### config.mk
export PLATFORM = sky130hd
export DESIGN_NAME = ram_arb
export DESIGN_NICKNAME = d
export VERILOG_FILES = /design/src/rtl/ram_pkg.sv /design/src/rtl/ram_arb.sv
export SDC_FILE = /design/constraint.sdc
export NUM_CORES = 1
export LEC_CHECK = 0
export CAP_MARGIN = 30
export CORE_ASPECT_RATIO = 1.25
export CORE_MARGIN = 2
export CORE_UTILIZATION = 30
export DETAILED_ROUTE_END_ITERATION = 10
export PLACE_DENSITY_LB_ADDON = 0.25
export SYNTH_ARGS = -nofsm -noshare
export SYNTH_HDL_FRONTEND = slang
export SYNTH_SLANG_ARGS = --single-unit
### constraint.sdc
create_clock -name clk -period 4.5 [get_ports clk]
set_input_delay 1.35 -clock clk [delete_from_list [all_inputs] [get_ports clk]]
set_output_delay 1.35 -clock clk [all_outputs]
set_load 0.03 [all_outputs]
### src/rtl/ram_pkg.sv
// ---------------------------------------------------------------------------
// ram_pkg
//   Shared definitions for the RAM arbiter: RAM word-address / data widths
//   and the arbiter state encoding.
// ---------------------------------------------------------------------------
package ram_pkg;

  localparam int unsigned RAM_AW = 22;
  localparam int unsigned RAM_DW = 32;

  typedef enum logic [1:0] {
    ST_IDLE     = 2'd0,
    ST_BUSY_VID = 2'd1,
    ST_BUSY_CPU = 2'd2
  } state_t;

endpackage

### src/rtl/ram_arb.sv
// ---------------------------------------------------------------------------
// ram_arb
//   Two-master arbiter in front of the RAM controller. The video refresh port
//   (read-only) and the CPU port (read/write) share one stb/we/addr/ack RAM
//   port. The grant is taken in IDLE, RAM stb is held from grant until ack,
//   and read data / ack are returned only to the master that owns the access.
//   On a simultaneous request the master that did not win last time is
//   served, so neither master waits more than one foreign access.
//
// Build option:
//   RAM_ARB_TIMEOUT_EN - when defined, an access with no ram_ack for
//                        TIMEOUT_CYC busy cycles is aborted: the owner gets
//                        ack with dout=0, and cpu_err=1 if the owner is CPU.
//                        When undefined, BUSY waits for ram_ack forever and
//                        cpu_err is always 0.
//
// Ports:
//   clk, rst                 clock (rising edge), async active-low reset
//   vid_stb/vid_addr         video read request (held until vid_ack)
//   vid_dout/vid_ack         video read data / 1-cycle completion
//   cpu_stb/we/addr/din      CPU request (held until cpu_ack)
//   cpu_dout/cpu_ack/cpu_err CPU read data / completion / timeout abort
//   ram_stb/we/addr/din      registered RAM request
//   ram_dout/ram_ack         RAM read data / completion
// ---------------------------------------------------------------------------
module ram_arb
  import ram_pkg::*;
#(
  parameter int unsigned TIMEOUT_CYC = 32
) (
  input  logic              clk,
  input  logic              rst,
  input  logic              vid_stb,
  input  logic [RAM_AW-1:0] vid_addr,
  output logic [RAM_DW-1:0] vid_dout,
  output logic              vid_ack,
  input  logic              cpu_stb,
  input  logic              cpu_we,
  input  logic [RAM_AW-1:0] cpu_addr,
  input  logic [RAM_DW-1:0] cpu_din,
  output logic [RAM_DW-1:0] cpu_dout,
  output logic              cpu_ack,
  output logic              cpu_err,
  output logic              ram_stb,
  output logic              ram_we,
  output logic [RAM_AW-1:0] ram_addr,
  output logic [RAM_DW-1:0] ram_din,
  input  logic [RAM_DW-1:0] ram_dout,
  input  logic              ram_ack
);

  if (TIMEOUT_CYC < 2) begin : g_bad_timeout
    $error("ram_arb: TIMEOUT_CYC must be at least 2");
  end

  state_t              r_state;
  state_t              w_next;
  logic                r_last_vid;
  logic                r_ram_stb;
  logic                r_ram_we;
  logic [RAM_AW-1:0]   r_ram_addr;
  logic [RAM_DW-1:0]   r_ram_din;

  logic                w_grant_vid;
  logic                w_grant_cpu;
  logic                w_busy_vid;
  logic                w_busy_cpu;
  logic                w_timeout;
  logic                w_done;

  // Video wins a tie unless it won the previous grant.
  assign w_grant_vid = vid_stb & (~cpu_stb | ~r_last_vid);
  assign w_grant_cpu = cpu_stb & ~w_grant_vid;

  assign w_busy_vid  = (r_state == ST_BUSY_VID);
  assign w_busy_cpu  = (r_state == ST_BUSY_CPU);

`ifdef RAM_ARB_TIMEOUT_EN
  localparam int unsigned CW = $clog2(TIMEOUT_CYC);

  logic [CW-1:0] r_tmo_cnt;

  // Counter sits at 0 in IDLE, so it is already cleared on entry to BUSY.
  always_ff @(posedge clk or negedge rst) begin
    if (!rst) begin
      r_tmo_cnt <= '0;
    end else if (r_state == ST_IDLE) begin
      r_tmo_cnt <= '0;
    end else begin
      r_tmo_cnt <= r_tmo_cnt + 1'b1;
    end
  end

  assign w_timeout = (r_state != ST_IDLE) & ~ram_ack &
                     (r_tmo_cnt == CW'(TIMEOUT_CYC - 1));
`else
  assign w_timeout = 1'b0;
`endif

  assign w_done = ram_ack | w_timeout;

  // Acks are combinational from ram_ack, gated by ownership; ram_ack in IDLE
  // is ignored. On a timeout abort ram_ack is 0, so dout reads as 0.
  assign vid_ack  = w_busy_vid & w_done;
  assign cpu_ack  = w_busy_cpu & w_done;
  assign cpu_err  = w_busy_cpu & w_timeout;
  assign vid_dout = (w_busy_vid & ram_ack) ? ram_dout : '0;
  assign cpu_dout = (w_busy_cpu & ram_ack) ? ram_dout : '0;

  assign ram_stb  = r_ram_stb;
  assign ram_we   = r_ram_we;
  assign ram_addr = r_ram_addr;
  assign ram_din  = r_ram_din;

  always_comb begin
    w_next = r_state;
    case (r_state)
      ST_IDLE: begin
        if (w_grant_vid) begin
          w_next = ST_BUSY_VID;
        end else if (w_grant_cpu) begin
          w_next = ST_BUSY_CPU;
        end
      end
      ST_BUSY_VID, ST_BUSY_CPU: begin
        if (w_done) begin
          w_next = ST_IDLE;
        end
      end
      default: w_next = ST_IDLE;
    endcase
  end

  always_ff @(posedge clk or negedge rst) begin
    if (!rst) begin
      r_state    <= ST_IDLE;
      r_last_vid <= 1'b0;
      r_ram_stb  <= 1'b0;
      r_ram_we   <= 1'b0;
      r_ram_addr <= '0;
      r_ram_din  <= '0;
    end else begin
      r_state <= w_next;
      case (r_state)
        ST_IDLE: begin
          if (w_grant_vid) begin
            r_ram_stb  <= 1'b1;
            r_ram_we   <= 1'b0;
            r_ram_addr <= vid_addr;
            r_ram_din  <= '0;
            r_last_vid <= 1'b1;
          end else if (w_grant_cpu) begin
            r_ram_stb  <= 1'b1;
            r_ram_we   <= cpu_we;
            r_ram_addr <= cpu_addr;
            r_ram_din  <= cpu_din;
            r_last_vid <= 1'b0;
          end
        end
        ST_BUSY_VID, ST_BUSY_CPU: begin
          if (w_done) begin
            r_ram_stb <= 1'b0;
          end
        end
        default: r_ram_stb <= 1'b0;
      endcase
    end
  end

endmodule

# Word level (Yosys, flattened, before mapping)
# Cells that the tools add are included.
[op_classes]
n_eq_ne = 4
mux = 18
bitwise = 8
reduce_logical = 5
[op_table]
columns = ["op", "count"]
rows = [
  ["two-way mux 32 bit", 4],
  ["two-way mux 22 bit", 2],
  ["two-way mux 1 bit", 7],
  ["two-way mux 2 bit", 3],
  ["AND 1 bit", 4],
  ["case mux 2 bit (2 select lines)", 1],
  ["AND reduction 2 bit", 2],
  ["!= test 3 bit, second input constant", 1],
  ["inverter 1 bit", 3],
  ["equality test 2 x 1 -> 1 bit, second input constant", 1],
  ["equality test 2 bit, second input constant", 1],
  ["logical NOT 2 bit", 1],
  ["!= test 2 bit, second input constant", 1],
  ["case mux 1 bit (2 select lines)", 1],
  ["nonzero test 2 bit", 1],
  ["OR reduction 2 bit", 1],
  ["bitwise OR 1 bit", 1],
]
[word_totals]
register_bits = 59
in_bits = 114
out_inout_bits = 123
word_cells = 41

# Logic depth before layout (Yosys ltp)
[logic_depth]
depth_word = 8
depth_mapped = 7
mapped_depth_nobuf = 5

# Worst setup path after synthesis
# No wires, ideal clock.
[synth_timing]
kind = "input -> output"
startpoint = "input port ram_ack"
endpoint = "output port vid_dout[25]"
arrival_time_ps = 2117
required_time_ps = 3150
path_slack_ps = 1033
cell_stages = 3
path_buffers = 2
cell_sequence = "clkbuf_1 > clkbuf_1 > and3_1"
[synth_via]
elab_chain_len = 2
[synth_rtl]
columns = ["item", "line_no", "source"]
rows = [
  ["start: declaration", "ram_arb.sv:49", "input logic ram_ack"],
  ["AND 1 bit", "ram_arb.sv:107", "assign vid_dout = (w_busy_vid & ram_ack) ? ram_dout : '0;"],
  ["two-way mux 32 bit", "ram_arb.sv:107", ""],
  ["end: declaration", "ram_arb.sv:35", "output logic [RAM_DW-1:0] vid_dout,"],
]
# Every way passes these cells.

# Final worst setup path
[layout_timing]
startpoint = "input port ram_ack"
endpoint = "output port vid_dout[24]"
# The elaborated chain is that of the path after synthesis.

==> metrics <==
num ports 237; post-cts resize count 0; DRC 0; Setup TNS 0 ps; Hold WC Path Type reg -> reg; Synth top area share 0.5051; CP delay by family, top buffers and inverters; Synth Cell Area 0.002923 mm²; Net count, final 639; DRT Wirelength 10.80 mm; Worst setup SP type input pin; Synth Area per Inst 9.710 µm²; Seq/Total Area, Yosys 0.5051; Distinct cells, synth 28; Gate Count Post-Synth 301; clk_skew 3.825 ps; DR vias/cell 4.897; critical path endpoint category output port; Tot Pwr 3.716 mW; Slowest cell on crit path clkdlybuf4s50_1; synth warn 0; port buffer count 235; Initial Utilization 0.3058; TritonCTS clock tree yes; crit path cell chain clkdlybuf4s50_1 -> buf_12 -> and3_1 -> buf_12; critical path type in -> out; ranking of synthesized cells by area dfrtp_1 (51%), and3_1 (14%), a22o_1 (8.7%), a21oi_1 (8.2%), nand2_1 (2.8%); slew at the pin with the worst max-slew slack 952.8 ps; Post-DP HPWL 8.244 mm; Die Area 0.01055 mm²; Die Ht 114.4 µm; clock root cell clkbuf_16; GRT overflow 0; Pre-antenna DRT Iters 4; share of post-route cells with drive strength above 1 0.1806; Pwr per Cell Area 668.1 mW/mm²; syn_nets 418; Skew-Pair Late Insertion Delay 320 ps; first-pass GRT wire length 16.32 mm; die width 92.29 µm; H-tree levels 3; unrepaired setup endpoints after global routing no; core area 0.009559 mm²; Iteration-0 DRC Markers 99; Max-Cap Viols 0; Area growth syn-to-layout 90.28%; status finished, final reports clean; Finished Layout Cells 652; largest net degree at the start of global routing 69; initial antenna violation count 1; r2r setup slk 2560 ps; P_leak 2.701 nW; vias 3193; CP required 3150 ps; Most Frequent Cell on Critical Path buf_12; post-route minimum period 3856 ps; number of routed nets with antenna violations 0; n_diodes 0; Clk pin slew, worst setup/hold paths 50 ps; Worst VDD drop 0.0003816 V; clk buf depth 2; row count 40; final hold violations 0; TritonCTS buffer count 9; clock sink total 59; routability congestion estimate 0.7507; GR Util All Layers 0.2000; critical path fanouts, max 68; vias in the first global route 3171; max-slew violations 0; hold buffers post-CTS 0; count of state elements after synthesis 59; fin crit share 0.8570; Final Util 0.5818; largest area contributor in the netlist dfrtp_1; fillcell total 828; slowest stage delay, CP 510 ps; final setup vio count 0; setup bufs post-CTS 0; placed insts 637; Worst slew margin 0.3648; post-DR wirelength/cell 16.57 µm; fmax 259.3 MHz; CP bufs+invs 3; Worst Path Arrival 2510 ps
==> layout make-up <==
type                    instances  area (µm²)  area share
inverters                       4       15.01    0.002700
clock buffers                  13       270.3     0.04859
repair buffers                241        2377      0.4274
flip-flops and latches         59        1476      0.2655
clock inverters                 2       10.01    0.001800
multi-input cells             207        1255      0.2256
well taps                     126       157.7     0.02835
==> final timing paths <==
path                                              from                       end  cells after the start
worst min-delay path               ram_stb$_DFFE_PN0P_       ram_stb$_DFFE_PN0P_                      1
worst max-delay path                           ram_ack              vid_dout[24]                      4
worst min register to register     ram_stb$_DFFE_PN0P_       ram_stb$_DFFE_PN0P_                      1
worst max register to register  r_state[0]$_DFFE_PN0P_  ram_addr[10]$_DFFE_PN0P_                      5
min in group asynchronous                          rst   ram_din[14]$_DFFE_PN0P_                      1
max in group asynchronous                          rst   ram_addr[5]$_DFFE_PN0P_                      3
==> power breakdown <==
group	internal (mW)	switching, mW	total (mW)	leakage, nW
logic	0.895	1.23	2.13	1.84
registers	0.800	0.156	0.956	0.724
clock network	0.412	0.221	0.633	0.141
==> Yosys cell counts <==
library cell,count
o21a_1,1
o211a_1,1
a31oi_1,1
o21ai_4,1
o2bb2ai_1,1
buf_2,9
buf_6,6
buf_4,1
clkbuf_1,15
a22o_1,29
dfrtp_1,59
inv_2,1
inv_1,3
nand3_1,1
a22o_2,4
nand2_1,22
and2_1,2
nor2b_1,1
o21ai_0,1
conb_1,1
and3_1,64
a21boi_2,1
o22a_1,1
a21bo_2,1
ha_1,3
a21oi_1,48
nand2b_1,1
nor2_1,22
==> through the flow <==
step | hold WS, ps | setup slack (ps) | area, µm²
after floorplan | 521.1 | 1033 | 2923
after global placement | 485.7 | 679.5 | 5261
after detailed placement | 487.8 | 665.1 | 5281
after CTS | 499.0 | 645.7 | 5562
after global routing | 518.6 | 588.3 | 5562
final | 491.9 | 643.6 | 5562
==> placed cells by master (no fill, tap or decap), drive strengths merged, types with 2 or more instances in the layout <==
cell,netlist,final
nand2,22,22
buf,16,73
dfrtp,59,59
a21oi,48,48
clkdlybuf4s50,0,168
and2,2,2
a22o,33,33
clkinv,0,2
ha,3,3
nor2,22,22
o21ai,2,2
and3,64,64
inv,4,4
clkbuf,15,13
==> metal layers <==
| layer | wire, µm | GRT usage | share of wire | vias to the layer above |
|---|---|---|---|---|
| met5 | 0 | 0 | 0 | - |
| met4 | 227 | 0.07861 | 0.021 | 0 |
| met3 | 1079 | 0.06057 | 0.10 | 16 |
| met2 | 5353 | 0.3480 | 0.50 | 173 |
| met1 | 4142 | 0.2305 | 0.38 | 1491 |
| li1 | - | - | - | 1513 |
==> kinds of logic (layout without fill, tap and decap cells) <==
| group | count (synthesis) | in the layout | share of synthesized area |
|---|---|---|---|
| AO/OA/AOI/OAI | 90 | 90 | 0.2115 |
| buffers and inverters | 35 | 260 | 0.06549 |
| AND/OR/NAND/NOR | 113 | 113 | 0.2038 |
| other | 1 | 1 | 0.001283 |
| adder cells (fa/ha/maj) | 3 | 3 | 0.01284 |
| flip-flops | 59 | 59 | 0.5051 |
==> sequential cells by signal, summed over array words and instances, names as in the netlist <==
register	cells
ram_addr	22
ram_stb	1
ram_we	1
ram_din	32
r_last_vid	1
r_state	2
No activity file was read; power rests on OpenSTA's default activity.
